**src/rtl/pd_msg_padder_pkg.sv**
```systemverilog
// Shared constants, sizing helpers and FSM state type for the SHA-256 message padder.
package pd_pkg;

  localparam int PD_BLK_BITS = 512;
  localparam int PD_LEN_BITS = 64;

  typedef enum logic [0:0] {
    PD_IDLE = 1'b0,
    PD_EMIT = 1'b1
  } pd_pad_state_t;

  // Blocks needed for message + '1' bit + 64-bit length.
  function automatic int pd_nblk(input int msg_bits);
    return (msg_bits + PD_LEN_BITS + 1 + PD_BLK_BITS - 1) / PD_BLK_BITS;
  endfunction

  function automatic int pd_idx_w(input int nblk);
    return (nblk <= 2) ? 1 : $clog2(nblk);
  endfunction

endpackage

```
**src/rtl/pd_word_flip.sv**
```systemverilog
// Combinational byte reversal inside each 32-bit word (0x01234567 -> 0x67452301).
module pd_word_flip #(
  parameter int WORDS = 1
) (
  input  logic [32*WORDS-1:0] i_data,
  output logic [32*WORDS-1:0] o_data
);

  for (genvar gi = 0; gi < WORDS; gi++) begin : g_word
    assign o_data[32*gi +: 32] = {i_data[32*gi      +: 8],
                                  i_data[32*gi + 8  +: 8],
                                  i_data[32*gi + 16 +: 8],
                                  i_data[32*gi + 24 +: 8]};
  end

endmodule

```
**src/rtl/pd_msg_padder.sv**
```systemverilog
// Registers one message and streams its SHA-256 padded image as 512-bit blocks.
// Optional build macro PD_ENDIAN_FLIP_EN byte-reverses each 32-bit message word on load.
module pd_msg_padder
  import pd_pkg::*;
#(
  parameter  int MSG_BITS = 640,
  parameter  int BLK_BITS = 512,
  localparam int NBLK     = pd_nblk(MSG_BITS),
  localparam int IDX_W    = pd_idx_w(NBLK)
) (
  input  logic                   clk,
  input  logic                   rst,
  input  logic                   msg_valid,
  output logic                   msg_ready,
  input  logic [MSG_BITS-1:0]    msg_data,
  input  logic [IDX_W-1:0]       start_block,
  output logic                   blk_valid,
  input  logic                   blk_ready,
  output logic [PD_BLK_BITS-1:0] blk_data,
  output logic [IDX_W-1:0]       blk_idx,
  output logic                   blk_last,
  output logic                   busy
);

  localparam int PAD_BITS = NBLK * PD_BLK_BITS;
  localparam int TAIL_W   = PAD_BITS - MSG_BITS - 1;
  localparam int NENT     = 1 << IDX_W;
  localparam logic [IDX_W-1:0] LAST_IDX = IDX_W'(NBLK - 1);

  if (BLK_BITS != PD_BLK_BITS) begin : g_bad_blk_bits
    $error("pd_msg_padder: BLK_BITS must be 512");
  end
  if (MSG_BITS < 1 || MSG_BITS > (1 << 20)) begin : g_bad_msg_bits
    $error("pd_msg_padder: MSG_BITS out of range 1..2^20");
  end

  pd_pad_state_t       r_state;
  pd_pad_state_t       w_state_next;
  logic [MSG_BITS-1:0] r_msg;
  logic [MSG_BITS-1:0] w_msg_in;
  logic [IDX_W-1:0]    r_idx;
  logic [IDX_W-1:0]    w_idx_next;
  logic [IDX_W-1:0]    w_start_clamped;
  logic                w_load;

`ifdef PD_ENDIAN_FLIP_EN
  if (MSG_BITS % 32 != 0) begin : g_bad_flip_width
    $error("pd_msg_padder: MSG_BITS must be a multiple of 32 with word flip");
  end
  pd_word_flip #(
    .WORDS (MSG_BITS / 32)
  ) u_word_flip (
    .i_data (msg_data),
    .o_data (w_msg_in)
  );
`else
  assign w_msg_in = msg_data;
`endif

  assign w_start_clamped = (int'(start_block) >= NBLK) ? LAST_IDX : start_block;

  always_comb begin
    w_state_next = r_state;
    w_idx_next   = r_idx;
    w_load       = 1'b0;
    case (r_state)
      PD_IDLE: begin
        if (msg_valid) begin
          w_state_next = PD_EMIT;
          w_idx_next   = w_start_clamped;
          w_load       = 1'b1;
        end
      end
      PD_EMIT: begin
        if (blk_ready) begin
          if (r_idx == LAST_IDX) begin
            w_state_next = PD_IDLE;
            w_idx_next   = '0;
          end else begin
            w_idx_next = r_idx + IDX_W'(1);
          end
        end
      end
      default: begin
        w_state_next = PD_IDLE;
        w_idx_next   = '0;
      end
    endcase
  end

  always_ff @(posedge clk or posedge rst) begin
    if (rst) begin
      r_state <= PD_IDLE;
      r_idx   <= '0;
      r_msg   <= '0;
    end else begin
      r_state <= w_state_next;
      r_idx   <= w_idx_next;
      if (w_load) begin
        r_msg <= w_msg_in;
      end
    end
  end

  // Padded image is built only from registered state; the zero fill comes from widening the length.
  logic [PAD_BITS-1:0]    w_pad;
  logic [PD_BLK_BITS-1:0] w_blocks [NENT];

  assign w_pad = {r_msg, 1'b1, TAIL_W'(64'(MSG_BITS))};

  for (genvar gi = 0; gi < NENT; gi++) begin : g_blk
    if (gi < NBLK) begin : g_real
      assign w_blocks[gi] = w_pad[PAD_BITS-1-PD_BLK_BITS*gi -: PD_BLK_BITS];
    end else begin : g_unused
      assign w_blocks[gi] = '0;
    end
  end

  assign busy      = (r_state == PD_EMIT);
  assign msg_ready = (r_state == PD_IDLE);
  assign blk_valid = busy;
  assign blk_idx   = r_idx;
  assign blk_last  = busy && (r_idx == LAST_IDX);
  assign blk_data  = busy ? w_blocks[r_idx] : '0;

endmodule

```
**config.mk**
```make
export PLATFORM = sky130hd
export DESIGN_NAME = pd_msg_padder
export DESIGN_NICKNAME = d
export VERILOG_FILES = /design/src/rtl/pd_msg_padder_pkg.sv /design/src/rtl/pd_word_flip.sv /design/src/rtl/pd_msg_padder.sv
export SDC_FILE = /design/constraint.sdc
export NUM_CORES = 1
export LEC_CHECK = 0
export ABC_CLOCK_PERIOD_IN_PS = 37800
export CAP_MARGIN = 10
export CORE_AREA = 2 2 450 452
export CTS_CLUSTER_DIAMETER = 40
export CTS_CLUSTER_SIZE = 40
export DETAILED_ROUTE_END_ITERATION = 8
export DIE_AREA = 0 0 452 454
export PLACE_DENSITY = 0.37
export SLEW_MARGIN = 20
export SYNTH_ARGS = -nofsm -noshare
export SYNTH_HDL_FRONTEND = slang
export SYNTH_SLANG_ARGS = --single-unit
export TNS_END_PERCENT = 10
```
**constraint.sdc**
```tcl
create_clock -name clk -period 37.8 [get_ports clk]
set_input_delay 5.67 -clock clk [delete_from_list [all_inputs] [get_ports clk]]
set_output_delay 5.67 -clock clk [all_outputs]
set_load 0.01 [all_outputs]
```
Yosys cells after proc, flatten, opt, wreduce, memory -nomap -nowiden:

Index checks and enable logic that the tools add are counted.

* $add $sub $neg: 1
* $mul: 0
* divide/modulo/power cells: 0
* $lt $le $gt $ge: 1
* equal/unequal tests: 2
* shift-type cells: 0
* multiplexer cells: 13
* bitwise logic cells: 2
* reductions and logical operators: 2

Operators by type and width (number)
* 512-bit 2-to-1 mux: 4
* 1-bit 2-to-1 mux: 7
* 2-bit inequality test, second input constant: 2
* 1-bit one-hot mux with 2 select lines: 2
* 2-bit >= comparator, second input constant: 1
* 1-bit inverter with 2-bit output: 1
* 2-bit AND reduction: 1
* 1-bit adder, second input constant: 1
* 1-bit logical AND: 1
* 1-bit inverter: 1

* register bits after elaboration: 642
* latch bits: 0
* memory bits (writable): 0
* bits in read-only memories: 0
* output and inout port bits: 517
* word-level logic and storage cells: 24
* memories kept: 0

Depth between registers and ports, before layout:

Gate-level depths: netlist of the first run.

* depth after elaboration: 5
* mapped depth: 6
* gate-level depth less buffers: 2

Worst setup path after synthesis of the first run:

Ideal clock, no wire load.

* path type: reg2out
* start: reg r_state (netlist: blk_valid)
* end: out blk_data[293]
* arrival: 1308 ps
* data required time: 32130 ps
* setup slack: 30822 ps
* cell stages (with the launch flop): 6
* cells stage by stage: dfrtp_1 > nor2b_2 > buf_4 > buf_4 > clkbuf_2 > and2_1

* longest elaborated chain between the ends: 1

RTL lines
* from (decl): RTL line pd_msg_padder.sv:37 `pd_pad_state_t r_state;`
* from (signal assigned): RTL line pd_msg_padder.sv:97 `r_state <= w_state_next;`
* 512-bit 2-to-1 mux: RTL line pd_msg_padder.sv:124 `assign blk_data = busy ? w_blocks[r_idx] : '0;`
* to (decl): RTL line pd_msg_padder.sv:19 `output logic [PD_BLK_BITS-1:0] blk_data,`

Every way passes these cells.

Worst setup path after layout of the first run:

* start: reg r_idx (netlist: blk_idx)
* end: out blk_data[217]

* longest elaborated chain between the ends: 5

RTL lines
* from (decl): RTL line pd_msg_padder.sv:41 `logic [IDX_W-1:0] r_idx;`
* from (signal assigned): RTL line pd_msg_padder.sv:98 `r_idx <= w_idx_next;`
* 1-bit inverter with 2-bit output (implied by the code): RTL line pd_msg_padder.sv:124
* 512-bit 2-to-1 mux (implied by the code) (3 in series): RTL line pd_msg_padder.sv:124
* 512-bit 2-to-1 mux: RTL line pd_msg_padder.sv:124

Every way passes these cells. The select of a mux whose other input is x is not followed.

==> reports/metrics.csv, run 1 <==
stage;metric;value;unit
outcome;outcome;completed;
logic_synthesis;Post-Syn Area;31000;um2
placed_design;Post-DP HPWL;117000;um
timing;Final Hold Viols;0;
floorplan;number of placement rows;165;
hold_path;Hold WC Path Type;flop to flop;
logic_synthesis;Post-Syn Area per Cell;14.9;um2
timing;worst rel slew slack;23.6;%
global_routing;global-route wire length before repair;204000;um
power_and_ir_drop;Final Power;0.00504;W
global_routing;vias in the first global route;23018;
drt;drt initial violations;1213;
drt;Final ANT Viol Nets;0;
power_and_ir_drop;leakage power;21.7;nW
final_layout;share of layout cells above drive strength 1;27.8;%
critical_path;Max FO, Critical Path;229;
floorplan;Core Footprint;201000;um2
power_and_ir_drop;VDD IR max;0.0514;mV
final_layout;commonest non-fill, non-tap cell in the layout;clkdlybuf4s50_1;
clocking;Reg clk slew, reported paths;40;ps
clocking;post-CTS setup buffers;0;
global_routing;GR Overflow Total;0;
clocking;clock sink total;642;
global_routing;initial antenna violation count;90;
logic_synthesis;sequential-to-total area share from yosys stat;51.9;%
timing;Final min period;10270;ps
timing;# setup viols final;0;
placed_design;Routability Congestion;0.886;
logic_synthesis;Post-Synthesis Net Count;2723;
critical_path;Worst R2R Path Depth;7;
logic_synthesis;Netlist cell types;18;
logic_synthesis;Synth Instances;2078;
floorplan;initial core utilization;15.4;%
timing;Least-Margin Pin Slew;1150;ps
timing;Worst Skew;39.8;ps
drt;WL final;153000;um
drt;Post-route DRC;0;
critical_path;Worst setup SP type;flop;
timing;Max Clock Freq;0.0974;GHz
drt;routed length per instance;24.9;um
clocking;CTS buffer count;168;
clocking;deepest clock path buffer count;3;
drt;DRT Pass-1 Iters;5;
final_layout;footprint of the multi-input gates;13700;um2
final_layout;Filler cells;21048;
power_and_ir_drop;P per Cell Area;98.5;nW/um2
critical_path;crit path kind;flop to output port;
timing;RSZ-0062 raised after global routing;no;
placed_design;number of port buffers;1161;
timing;Final Cycle Share;27.2;%
floorplan;Top Ports;1162;
flow_run;maxcap violations;0;
critical_path;Worst EP arrival;4600;ps
final_layout;Final Net Count;3942;
clocking;clock root cell;clkbuf_16;
final_layout;register area;16100;um2
global_routing;total track usage;14.4;%
logic_synthesis;FF+latch count, synth;642;
global_routing;pin count of the biggest net entering global routing;230;
clocking;CTS tree;yes;
clocking;clk_lat worst skew;770;ps
final_layout;most frequent cells in the layout;1161 x clkdlybuf4s50_1, 641 x dfrtp_1, 600 x mux2_4, 382 x and2_1, 170 x clkbuf_16;
floorplan;Die Ht;454;um
timing;fin. max-slew vios;0;
timing;Setup Total Neg Slack;0;ps
floorplan;die width;452;um
clocking;post-cts resize count;0;
logic_synthesis;Yosys warning total;0;
drt;vias post-DR;21659;
floorplan;die area;205000;um2
clocking;H-tree levels;4;
hold_path;hold depth;1;
critical_path;Worst setup EP type;output port;
clocking;# hold bufs at CTS;0;
final_layout;synth-to-layout area growth;65.1;%
final_layout;Finished Core Util;25.5;%
drt;Via density;3.54;
critical_path;CP required;32130;ps
[state kept, by name, summed over array words and instances (netlist names)]
name       flops
r_msg        640
blk_idx        1
blk_valid      1
[critical path, stage by stage, from the launching register on]
cell,delay (ps)
dfrtp_4,600
nor2b_4,140
buf_4,520
buf_12,570
buf_4,760
and2_1,340
clkdlybuf4s50_1,590
[report_power, final]
part | switching (W) | internal [W] | leakage (nW)
Clock | 0.000487 | 0.00104 | 2.97
Sequential | 0.000256 | 0.00105 | 7.57
Combinational | 0.000935 | 0.00127 | 11.2
[through the flow]
step / std cells / instance area (um2) / hold WS (ps) / setup slack [ps]
final: 6124 / 51100 / 494 / 27530
after floorplan: 2078 / 31000 / 472 / 14140
after detailed placement: 5799 / 45000 / 485 / 26830
after CTS: 6104 / 51100 / 496 / 27310
after global placement: 5799 / 45000 / 482 / 26870
after global routing: 6116 / 51100 / 500 / 27150
[cell families after synthesis]
logic type / share of synthesized area (%)
mux: 34.7
compound gates: 0.0161
buf+inv: 3.92
xor+xnor: 0.0283
simple gates: 9.41
flops: 51.9
[layer usage]
layer | vias up | track usage, % | part of all wire (%) | routed length, um
met3 | 308 | 5.74 | 8.1 | 12400
met1 | 10910 | 17.1 | 41 | 62000
li1 | 9547 | - | - | -
met5 | - | 0 | 0.28 | 428
met4 | 70 | 5.12 | 2.8 | 4330
met2 | 824 | 23.3 | 48 | 73500
[final cells by class]
class	count	area share [%]
Inverter	2	0.0343
Timing Repair Buffer	1192	23.3
Sequential cell	642	31.4
Clock inverter	69	2.29
Antenna cell	20	0.0979
Clock buffer	236	9.59
Multi-Input combinational cell	1291	26.8
Tap cell	2672	6.54
[synthesized netlist by cell type]
library cell	n	share of area, %
dfrtp_1	642	52
mux2_4	600	29
and2_1	382	7.7
nor2_1	135	1.6
mux2i_1	130	4.2
clkbuf_1	43	0.52
buf_6	41	1.5
mux2_2	40	1.5
buf_8	22	1.1
buf_2	21	0.34
clkbuf_2	9	0.15
buf_12	4	0.26
buf_4	3	0.073
nor2b_2	2	0.057
a21oi_1	1	0.016
clkinv_1	1	0.012
inv_1	1	0.012
xnor2_1	1	0.028
[path summary, 6_finish.rpt]
check	from	to	slack [ps]
max	blk_idx$_DFFE_PP0P_	blk_data[217]	27530
min	r_msg[335]$_DFFE_PP0P_	r_msg[335]$_DFFE_PP0P_	490
max reg2reg	blk_valid$_DFF_PP0_	r_msg[364]$_DFFE_PP0P_	32630
min reg2reg	r_msg[335]$_DFFE_PP0P_	r_msg[335]$_DFFE_PP0P_	490
max in group asynchronous	rst	r_msg[104]$_DFFE_PP0P_	28760
min in group asynchronous	rst	r_msg[308]$_DFFE_PP0P_	5400
Note: power is estimated with default switching activity, not from simulation.
==> run 2, diff against run 1 <==
--- a/config.mk
+++ b/config.mk
@@ -5,7 +5,7 @@
 export SDC_FILE = /design/constraint.sdc
 export NUM_CORES = 1
 export LEC_CHECK = 0
-export ABC_CLOCK_PERIOD_IN_PS = 37800
+export ABC_CLOCK_PERIOD_IN_PS = 9800
 export CAP_MARGIN = 10
 export CORE_AREA = 2 2 450 452
 export CTS_CLUSTER_DIAMETER = 40
==> constraint.sdc (replaced) <==
create_clock -name clk -period 9.8 [get_ports clk]
set_input_delay 1.47 -clock clk [delete_from_list [all_inputs] [get_ports clk]]
set_output_delay 1.47 -clock clk [all_outputs]
set_load 0.01 [all_outputs]
==> run 2 against run 1 <==
Net effect: setup slack got worse by 23000 ps; cell count is 0.20% higher; combinational power increased to 3.8 times the previous value; flip-flop and latch count unchanged; critical path type unchanged; design area rose by 0.40%; routed wire length up 0.73%; via count fell by 0.32%; critical path depth fell by 1; first-iteration DRC count fell by 6.4%; critical endpoint is now blk_data[398].
==> reports/metrics.csv, run 2 (synthesized netlist as in run 1, its figures left out) <==
stage;metric;value;unit;change
power_and_ir_drop;Final Power;0.0194;W;+290%
timing;Least-Margin Pin Slew;1130;ps;-19.4 ps
critical_path;Worst setup SP type;flop;;
timing;worst rel slew slack;24.9;%;+1.3 points
global_routing;pin count of the biggest net entering global routing;158;;-31%
power_and_ir_drop;P per Cell Area;378;nW/um2;+280%
clocking;deepest clock path buffer count;3;;unchanged
drt;Via density;3.52;;-0.52%
final_layout;commonest non-fill, non-tap cell in the layout;clkdlybuf4s50_1;;
power_and_ir_drop;VDD IR max;0.221;mV;+330%
power_and_ir_drop;Clock Power Share;31.1;%;+0.7 points
global_routing;total track usage;14.5;%;+0.071 points
final_layout;Largest register FFs;640;;unchanged
timing;Final min period;5430;ps;
final_layout;footprint of the multi-input gates;13700;um2;unchanged
placed_design;number of port buffers;1161;;unchanged
clocking;post-CTS setup buffers;0;;unchanged
critical_path;Worst setup EP type;output port;;
global_routing;grt met1 use;17.9;%;+0.71 points
drt;Post-route DRC;0;;unchanged
timing;Final Cycle Share;55.4;%;
hold_path;Worst Hold Path EP;r_msg[332]$_DFFE_PP0P_;;
floorplan;number of placement rows;165;;unchanged
clocking;CTS tree;yes;;
timing;Max Clock Freq;0.184;GHz;
final_layout;most frequent cells in the layout;1161 x clkdlybuf4s50_1, 641 x dfrtp_1, 600 x mux2_4, 382 x and2_1, 181 x clkbuf_16;;
power_and_ir_drop;Seq pwr share;26.0;%;+0.2 points
timing;fin. max-slew vios;0;;unchanged
clocking;# hold bufs at CTS;0;;unchanged
critical_path;Critical R2R Launch;blk_valid$_DFF_PP0_;;
global_routing;met3 Usage GRT;5.06;%;-0.68 points
power_and_ir_drop;cell internal pwr;0.0131;W;+290%
power_and_ir_drop;Switch Pwr;0.00636;W;+280%
final_layout;synth-to-layout area growth;65.8;%;
floorplan;die area;205000;um2;unchanged
drt;Final ANT Viol Nets;0;;unchanged
drt;vias post-DR;21589;;-0.32%
clocking;clk_lat worst skew;770;ps;about the same
critical_path;CP required;8330;ps;-23800 ps
critical_path;Worst R2R Path Depth;4;;-3
flow_run;maxcap violations;0;;unchanged
final_layout;Final Net Count;3944;;+0.051%
clocking;CTS buffer count;176;;+4.8%
critical_path;r2r endpoint;r_msg[263]$_DFFE_PP0P_;;
placed_design;Post-DP HPWL;117000;um;-0.47%
outcome;outcome;completed;;
global_routing;met2 usage;23.7;%;+0.35 points
drt;DRT Pass-1 Iters;4;;-1
floorplan;die width;452;um;unchanged
timing;Worst Skew;43.5;ps;+3.71 ps
final_layout;register area;16100;um2;unchanged
clocking;Reg clk slew, reported paths;40;ps;about the same
final_layout;Filler cells;20975;;-0.35%
critical_path;crit path kind;flop to output port;;
timing;RSZ-0062 raised after global routing;no;;
clocking;post-cts resize count;0;;unchanged
clocking;clock root cell;clkbuf_16;;
critical_path;Worst EP arrival;3960;ps;-640 ps
timing;Final WS setup;4370;ps;-23160 ps
hold_path;hold depth;1;;unchanged
timing;Final Hold Viols;0;;unchanged
hold_path;hold path startpoint;r_msg[332]$_DFFE_PP0P_;;
final_layout;Largest Register;r_msg;;
timing;# setup viols final;0;;unchanged
placed_design;Routability Congestion;0.857;;-3.3%
global_routing;GR Overflow Total;0;;unchanged
clocking;clock sink total;642;;unchanged
drt;routed length per instance;25.1;um;+0.53%
placed_design;worst slack, placed;5050;ps;-21770 ps
power_and_ir_drop;leakage power;21.8;nW;+0.32%
critical_path;R2R Setup Slk;6970;ps;-25660 ps
floorplan;Die Ht;454;um;unchanged
power_and_ir_drop;switch share;32.7;%;-0.56 points
clocking;H-tree levels;4;;unchanged
global_routing;busiest grt layer;met2;;
power_and_ir_drop;Comb pwr share;42.9;%;-0.9 points
global_routing;vias in the first global route;22799;;-0.95%
drt;drt initial violations;1135;;-6.4%
final_layout;share of layout cells above drive strength 1;28.3;%;+0.52 points
floorplan;initial core utilization;15.4;%;unchanged
global_routing;initial antenna violation count;85;;-5.6%
hold_path;Hold WC Path Type;flop to flop;;
floorplan;Top Ports;1162;;unchanged
global_routing;global-route wire length before repair;205000;um;+0.62%
drt;WL final;154000;um;+0.73%
critical_path;Max FO, Critical Path;42;;-82%
floorplan;Core Footprint;201000;um2;unchanged
==> run 2: cell types whose count changed in the layout (fill, tap and decap cells not counted), sizes merged, moves of 4 or more <==
cell / previous run / this run
inv: 6 / 10
buf: 31 / 25
clkbuf: 236 / 228
clkinvlp: 5 / 18
clkinv: 39 / 48
==> run 2: worst max-delay path, cell delays in order, from the launching register on <==
cell and delay [ps]:
dfrtp_4 670, buf_4 640, buf_4 760, mux2i_1 200, nor2_1 250, clkdlybuf4s50_1 590
==> run 2: worst max-delay path by stage <==
| stage | start | to | slack, ps | cells past startpoint |
|---|---|---|---|---|
| 6_report | blk_idx$_DFFE_PP0P_ | blk_data[398] | 4370 | 5 |
| 4_1_cts | blk_idx$_DFFE_PP0P_ | blk_data[398] | 4150 | 5 |
| 3_3_place_gp | blk_idx$_DFFE_PP0P_ | blk_data[390] | 5140 | 5 |
| 2_1_floorplan | rst | blk_idx$_DFFE_PP0P_ | -440 | 1 |
| 3_5_place_dp | blk_idx$_DFFE_PP0P_ | blk_data[398] | 5050 | 5 |
| 5_1_grt | blk_idx$_DFFE_PP0P_ | blk_data[398] | 4120 | 5 |
==> run 2: power by group through the flow <==
stage | combinational, W | clock (W) | sequential [W]
after floorplan | 0.00480 | 0 | 0.00454
after global placement | 0.00844 | 0 | 0.00513
after detailed placement | 0.00846 | 0 | 0.00508
after CTS | 0.00852 | 0.00622 | 0.00508
after global routing | 0.00881 | 0.00636 | 0.00523
final | 0.00832 | 0.00604 | 0.00505
==> run 2: per-layer routing <==
layer  vias to the layer above  wire length, um
li1                       9575                -
met1                     10904            64200
met2                       790            74300
met3                       260            11400
met4                        60             3610
met5                         -              370
==> run 2: area by class of cell <==
class                           count  area share, %
Tap cell                         2672           6.51
Clock buffer                      228           9.77
Sequential cell                   642           31.3
Multi-Input combinational cell   1291           26.7
Clock inverter                     94           2.36
Timing Repair Buffer             1186           23.3
Antenna cell                       21          0.102
Inverter                            2         0.0268
==> run 2: through the flow <==
step | cells | utilization [%] | instance area (um2) | hold WS, ps | TNS (ps)
final | 6136 | 25.6 | 51300 | 493 | 0
after CTS | 6115 | 25.5 | 51300 | 497 | 0
after global placement | 5792 | 22.4 | 45000 | 483 | 0
after detailed placement | 5793 | 22.4 | 45100 | 484 | 0
after global routing | 6123 | 25.5 | 51300 | 503 | 0
after floorplan | 2078 | - | 31000 | 472 | -282930
